File: config.mk
export PLATFORM = sky130hd
export DESIGN_NAME = l2_llc_stub_responder
export DESIGN_NICKNAME = d
export VERILOG_FILES = /design/src/rtl/l2_llc_stub_responder.sv
export SDC_FILE = /design/constraint.sdc
export NUM_CORES = 2
export LEC_CHECK = 0
export CAP_MARGIN = 20
export CORE_MARGIN = 2
export CORE_UTILIZATION = 25
export CTS_CLUSTER_SIZE = 28
export DETAILED_ROUTE_END_ITERATION = 10
export PLACE_DENSITY = 0.5
export SYNTH_ARGS = -nofsm -noshare
export SYNTH_HDL_FRONTEND = slang
export SYNTH_SLANG_ARGS = --single-unit
File: constraint.sdc
create_clock -name clk -period 79.9 [get_ports clk]
set_clock_uncertainty 0.15 [all_clocks]
set_input_delay 7.99 -clock clk [delete_from_list [all_inputs] [get_ports clk]]
set_output_delay 7.99 -clock clk [all_outputs]
set_load 0.02 [all_outputs]
File: src/rtl/l2_llc_stub_responder.sv
// Memory-side stand-in for the LLC: answers L2 requests after a fixed delay and keeps
// a small direct-mapped line store so that data written by the L2 can be read back.
module l2_llc_stub_responder #(
    parameter int DEPTH          = 16,
    parameter int LATENCY        = 4,
    parameter int ADDR_W         = 28,
    parameter int WORDS_PER_LINE = 4,
    parameter int BITS_PER_WORD  = 32,
    parameter int MSG_W          = 5,
    parameter int INVACK_W       = 4
) (
    input  logic                                    clk,
    input  logic                                    rst,
    input  logic                                    l2_req_out_valid,
    output logic                                    l2_req_out_ready,
    input  logic [MSG_W-1:0]                        l2_req_out_data_coh_msg,
    input  logic [1:0]                              l2_req_out_data_hprot,
    input  logic [ADDR_W-1:0]                       l2_req_out_data_addr,
    input  logic [WORDS_PER_LINE*BITS_PER_WORD-1:0] l2_req_out_data_line,
    input  logic [WORDS_PER_LINE-1:0]               l2_req_out_data_word_mask,
    output logic                                    l2_rsp_in_valid,
    input  logic                                    l2_rsp_in_ready,
    output logic [MSG_W-1:0]                        l2_rsp_in_data_coh_msg,
    output logic [ADDR_W-1:0]                       l2_rsp_in_data_addr,
    output logic [WORDS_PER_LINE*BITS_PER_WORD-1:0] l2_rsp_in_data_line,
    output logic [WORDS_PER_LINE-1:0]               l2_rsp_in_data_word_mask,
    output logic [INVACK_W-1:0]                     l2_rsp_in_data_invack_cnt,
    output logic                                    bad_req
);

    localparam int LINE_W = WORDS_PER_LINE * BITS_PER_WORD;
    localparam int IDX_W  = $clog2(DEPTH);

    // Opcode encodings mirror the spandex coherence constants.
    localparam logic [MSG_W-1:0] REQ_V      = 5'd0;
    localparam logic [MSG_W-1:0] REQ_S      = 5'd1;
    localparam logic [MSG_W-1:0] REQ_O      = 5'd2;
    localparam logic [MSG_W-1:0] REQ_ODATA  = 5'd3;
    localparam logic [MSG_W-1:0] REQ_WT     = 5'd4;
    localparam logic [MSG_W-1:0] REQ_WB     = 5'd5;
    localparam logic [MSG_W-1:0] RSP_S      = 5'd0;
    localparam logic [MSG_W-1:0] RSP_ODATA  = 5'd1;
    localparam logic [MSG_W-1:0] RSP_O      = 5'd2;
    localparam logic [MSG_W-1:0] RSP_V      = 5'd3;
    localparam logic [MSG_W-1:0] RSP_WB_ACK = 5'd4;

    typedef enum logic [1:0] {IDLE, WAIT, RESP} state_t;

    state_t              state;
    state_t              next_state;
    logic [7:0]          cnt;
    logic [MSG_W-1:0]    req_msg;
    logic [ADDR_W-1:0]   req_addr;
    logic [LINE_W-1:0]   req_line;
    logic [WORDS_PER_LINE-1:0] req_mask;
    logic [LINE_W-1:0]   store [DEPTH];
    logic [LINE_W-1:0]   merged_line;
    logic [MSG_W-1:0]    rsp_msg_next;
    logic [LINE_W-1:0]   rsp_line_next;
    logic                supported;
    logic                is_write;
    logic                accept;
    logic                wait_done;
    logic                rsp_fire;
    logic [IDX_W-1:0]    idx;
    logic                unused_hprot;

    assign unused_hprot = ^l2_req_out_data_hprot;
    assign idx          = req_addr[IDX_W-1:0];
    assign accept       = l2_req_out_valid && l2_req_out_ready;
    assign wait_done    = (state == WAIT) && (cnt == 8'd0);
    assign rsp_fire     = l2_rsp_in_valid && l2_rsp_in_ready;
    assign is_write     = (req_msg == REQ_WT) || (req_msg == REQ_WB);

    always_comb begin
        supported = 1'b0;
        case (l2_req_out_data_coh_msg)
            REQ_V, REQ_S, REQ_O, REQ_ODATA, REQ_WT, REQ_WB: supported = 1'b1;
            default: supported = 1'b0;
        endcase
    end

    always_ff @(posedge clk or posedge rst) begin
        if (rst) state <= IDLE;
        else     state <= next_state;
    end

    always_comb begin
        next_state = state;
        case (state)
            IDLE:    if (accept && supported) next_state = WAIT;
            WAIT:    if (cnt == 8'd0)         next_state = RESP;
            RESP:    if (l2_rsp_in_ready)     next_state = IDLE;
            default: next_state = IDLE;
        endcase
    end

    always_comb begin
        l2_req_out_ready = (state == IDLE);
        l2_rsp_in_valid  = (state == RESP);
    end

    // Masked merge of the latched request into the currently stored line.
    always_comb begin
        merged_line = store[idx];
        for (int i = 0; i < WORDS_PER_LINE; i++) begin
            if (req_mask[i])
                merged_line[i*BITS_PER_WORD +: BITS_PER_WORD] = req_line[i*BITS_PER_WORD +: BITS_PER_WORD];
        end
    end

    always_comb begin
        rsp_msg_next  = RSP_O;
        rsp_line_next = '0;
        case (req_msg)
            REQ_V:     begin rsp_msg_next = RSP_V;      rsp_line_next = store[idx]; end
            REQ_S:     begin rsp_msg_next = RSP_S;      rsp_line_next = store[idx]; end
            REQ_ODATA: begin rsp_msg_next = RSP_ODATA;  rsp_line_next = store[idx]; end
            REQ_O:     rsp_msg_next = RSP_O;
            REQ_WT:    rsp_msg_next = RSP_O;
            REQ_WB:    rsp_msg_next = RSP_WB_ACK;
            default:   rsp_msg_next = RSP_O;
        endcase
    end

    // Request latch, delay counter, store update and registered response fields.
    always_ff @(posedge clk or posedge rst) begin
        if (rst) begin
            cnt                       <= '0;
            req_msg                   <= '0;
            req_addr                  <= '0;
            req_line                  <= '0;
            req_mask                  <= '0;
            bad_req                   <= 1'b0;
            l2_rsp_in_data_coh_msg    <= '0;
            l2_rsp_in_data_addr       <= '0;
            l2_rsp_in_data_line       <= '0;
            l2_rsp_in_data_word_mask  <= '0;
            l2_rsp_in_data_invack_cnt <= '0;
            for (int i = 0; i < DEPTH; i++) store[i] <= '0;
        end else begin
            if (accept && supported) begin
                req_msg  <= l2_req_out_data_coh_msg;
                req_addr <= l2_req_out_data_addr;
                req_line <= l2_req_out_data_line;
                req_mask <= l2_req_out_data_word_mask;
                cnt      <= 8'(LATENCY - 1);
            end
            if (accept && !supported)
                bad_req <= 1'b1;
            if ((state == WAIT) && (cnt != 8'd0))
                cnt <= cnt - 8'd1;
            if (wait_done) begin
                l2_rsp_in_data_coh_msg   <= rsp_msg_next;
                l2_rsp_in_data_addr      <= req_addr;
                l2_rsp_in_data_line      <= rsp_line_next;
                l2_rsp_in_data_word_mask <= req_mask;
                if (is_write) store[idx] <= merged_line;
            end
            if (rsp_fire) begin
                l2_rsp_in_data_coh_msg   <= '0;
                l2_rsp_in_data_addr      <= '0;
                l2_rsp_in_data_line      <= '0;
                l2_rsp_in_data_word_mask <= '0;
            end
        end
    end

endmodule

==> results.sh <==
export IMPL_irDropWorstVdd_mv=0.0250
export IMPL_syn_inst=10522
export IMPL_ys_seq_area_frac=0.572
export IMPL_vias=75618
export IMPL_drtIter0Drc=5338
export IMPL_drt_wirelength_per_cell_um=20.7
export IMPL_yosys_area_top_type="dfrtp_1"
export IMPL_route_layer_met1_wl_mm=161
export IMPL_dp_slack_ps=65100
export IMPL_clock_sinks=2387
export IMPL_endpoint_kind="asynchronous set/reset pin"
export IMPL_row_count=237
export IMPL_p_clk_frac=0.305
export IMPL_wl_met3_mm=12.9
export IMPL_postCtsHoldBufs=0
export IMPL_power_leakage_uw=0.0553
export IMPL_p_seq_frac=0.350
export IMPL_path_max_fanout=112
export IMPL_synth_edf_count=0
export IMPL_synth_flop_cell="dfrtp_1"
export IMPL_finalCoreUtilization=0.292
export IMPL_clock_root_buffer="clkbuf_16"
export IMPL_drc_errors=0
export IMPL_htree_levels=5
export IMPL_async_reset_ff_frac=1.00
export IMPL_fin_crit_ps=13620
export IMPL_die_w_um=650
export IMPL_synth_area_per_cell_um2=9.92
export IMPL_cts_buffer_depth=4
export IMPL_io_buffers=334
export IMPL_final_cell_mix="dfrtp_1 (2381), nand2_1 (1626), nor2_1 (1324)"
export IMPL_switching_share=0.388
export IMPL_crit_chain="clkdlybuf4s50_1 -> inv_8 -> buf_4 -> buf_12 -> buf_4 -> buf_4 -> buf_4 -> buf_4 -> buf_4"
export IMPL_critical_path_max_stage_delay_ps=860
export IMPL_dr_max_layer_used="met5"
export IMPL_outcome="finished, final reports clean"
export IMPL_tightest_slew_ps=1100
export IMPL_overflow=0
export IMPL_finalSetupViolations=0
export IMPL_dieHeight_um=650
export IMPL_syn_cell_area_um2=104000
export IMPL_fillCellCount=43795
export IMPL_critPathArrivalTime_ps=14320
export IMPL_grt_pass1_vias=75716
export IMPL_clkLatencyLatePin_ps=920
export IMPL_maxSlewViolCount=0
export IMPL_wl_met2_mm=152
export IMPL_finalCritPeriodShare=0.171
export IMPL_cts_buffers=272
export IMPL_wl_mm=334
export IMPL_cap_violations=0
export IMPL_comb_power_share=0.345
export IMPL_cp_common_cell="buf_4"
export IMPL_timing_hold_ws_ps=314
export IMPL_yosys_warnings=4
export IMPL_start_kind="primary input"
export IMPL_power_density_nw_per_um2=33.8
export IMPL_via_per_inst=4.68
export IMPL_p_sw_uw=1590
export IMPL_core_area_um2=416000
export IMPL_cp_required_ps=80600
export IMPL_firstDrtPassIters=7
export IMPL_postCtsSetupBuffers=0
export IMPL_die_area_um2=423000
export IMPL_cts_tree="done"
export IMPL_final_antenna_net_count=0
export IMPL_nets=10614
export IMPL_hold_viol=0
export IMPL_synth_distinct_cells=50
export IMPL_finalSetupTns_ps=0
export IMPL_slowest_stage="buf_4"
export IMPL_synth_top_area_frac=0.572
export IMPL_p_int_uw=2520
export IMPL_hpwlAfterDp_mm=183
export IMPL_ys_seq_elements=2387
export IMPL_relSlewSlack=0.267
export IMPL_areaGrowthSynthToFinish_pct=16.4
export IMPL_start_util=0.251
export IMPL_grt_max_degree=169
export IMPL_place_congestion=0.727
export IMPL_layout_commonest_cell="dfrtp_1"
export IMPL_track_usage=0.154
export IMPL_clk_pin_slew_ps=50
export IMPL_io_pins=343
export IMPL_cts_resized=0
export IMPL_synthTopCellsByArea="dfrtp_1 (57%), mux2_2 (11%), a21oi_1 (6.2%), nand2_1 (5.9%), nor2_1 (4.8%)"
export IMPL_setup_ws_ps=66280
export IMPL_drive_above_1_share=0.149
export IMPL_hp_class="reg2reg"
export IMPL_rsz0062_at_grt="no"
export IMPL_max_freq_ghz=0.0734
export IMPL_grt_pass1_wl_mm=504
export IMPL_antenna_found_initial=9
export IMPL_criticalPathCategory="in2async"
[synthesized netlist by cell type, types with 2 or more instances]
cell type     n
a2111oi_0     2
a211oi_1     14
a21oi_1    1290
a22o_1       25
a32o_1        2
and2_1        4
and3_1        3
buf_1        60
buf_2       272
buf_4         8
buf_6         2
clkbuf_1    494
dfrtp_1    2387
inv_1         5
mux2_2     1007
mux2i_1       6
nand2_1    1627
nand2b_1     10
nand3_1       6
nand3b_1      2
nor2_1     1325
nor2b_1      16
nor3_1      252
nor4_1        7
nor4_2        5
nor4b_2       2
o211ai_1      2
o21ai_0     890
o21ai_1      10
o22ai_1     503
o31a_1      248
o31ai_1       2
o41a_1        6
or2_2         6
or3_1         6
xnor2_1       2
[worst paths after layout]
check | slack [ps] | start | cells past startpoint | end
hold reg to reg | 310 | l2_rsp_in_data_line[65] | 2 | l2_rsp_in_data_line[65]
max in group clk | 69440 | state[0] | 2 | l2_req_out_ready
setup / recovery | 66280 | rst | 9 | l2_rsp_in_data_line[34]
hold / removal | 310 | l2_rsp_in_data_line[65] | 2 | l2_rsp_in_data_line[65]
setup reg to reg | 72980 | req_addr[1] | 10 | store[1601]
min in group asynchronous | 7490 | rst | 2 | req_line[118]
[sequential cells by signal (all words and copies together) (netlist names)]
| signal | cells |
|---|---|
| store | 2048 |
| l2_rsp_in_data_line | 128 |
| req_line | 128 |
| l2_rsp_in_data_addr | 28 |
| req_addr | 28 |
| cnt | 8 |
| req_msg | 5 |
| l2_rsp_in_data_word_mask | 4 |
| req_mask | 4 |
| l2_rsp_in_data_coh_msg | 3 |
| state | 2 |
| bad_req | 1 |
[per-layer routing]
layer	vias up	global-route usage
li1	36328	-
met1	37549	0.219
met2	1333	0.246
met3	402	0.0195
met4	6	0.0381
met5	-	0
[critical path: cells and delay by family]
| family | cells | cell delay [ps] |
|---|---|---|
| buf+inv | 9 | 5930 |
[through the flow]
stage,power [uW],instance area (um^2),instances
after floorplan,2340,104000,10527
after detailed placement,2880,113000,15664
final,4110,122000,16144
after CTS,4160,122000,16140
after global routing,4320,122000,16142
after global placement,2880,113000,15664
[power by group through the flow]
stage / registers (uW) / clock network (uW) / logic, uW
after detailed placement: 1460 / 0 / 1420
after CTS: 1440 / 1290 / 1430
after global placement: 1460 / 0 / 1420
after floorplan: 1480 / 0 / 858
final: 1440 / 1250 / 1420
after global routing: 1460 / 1340 / 1530
[kinds of logic after synthesis]
kind of cell,Yosys count,synth area share
compound gates,2999,0.161
fa+ha+maj,1,0.000120
flops,2387,0.572
other cells,1,0.0000359
buf+inv,842,0.0340
xor+xnor,2,0.000168
mux,1013,0.109
simple gates,3277,0.124
[area by class of cell]
type                       count  area, um^2  area share
clock buffer                 415        8000      0.0658
tap                         5497        6880      0.0566
inverter                       6        37.5    0.000309
clock inverter                61         811     0.00667
sequential                  2387       59700       0.492
timing repair buffer         477        4740      0.0390
antenna                        3        7.51   0.0000618
multi-input combinational   7298       41300       0.340
(Power assumes the default switching activity.)
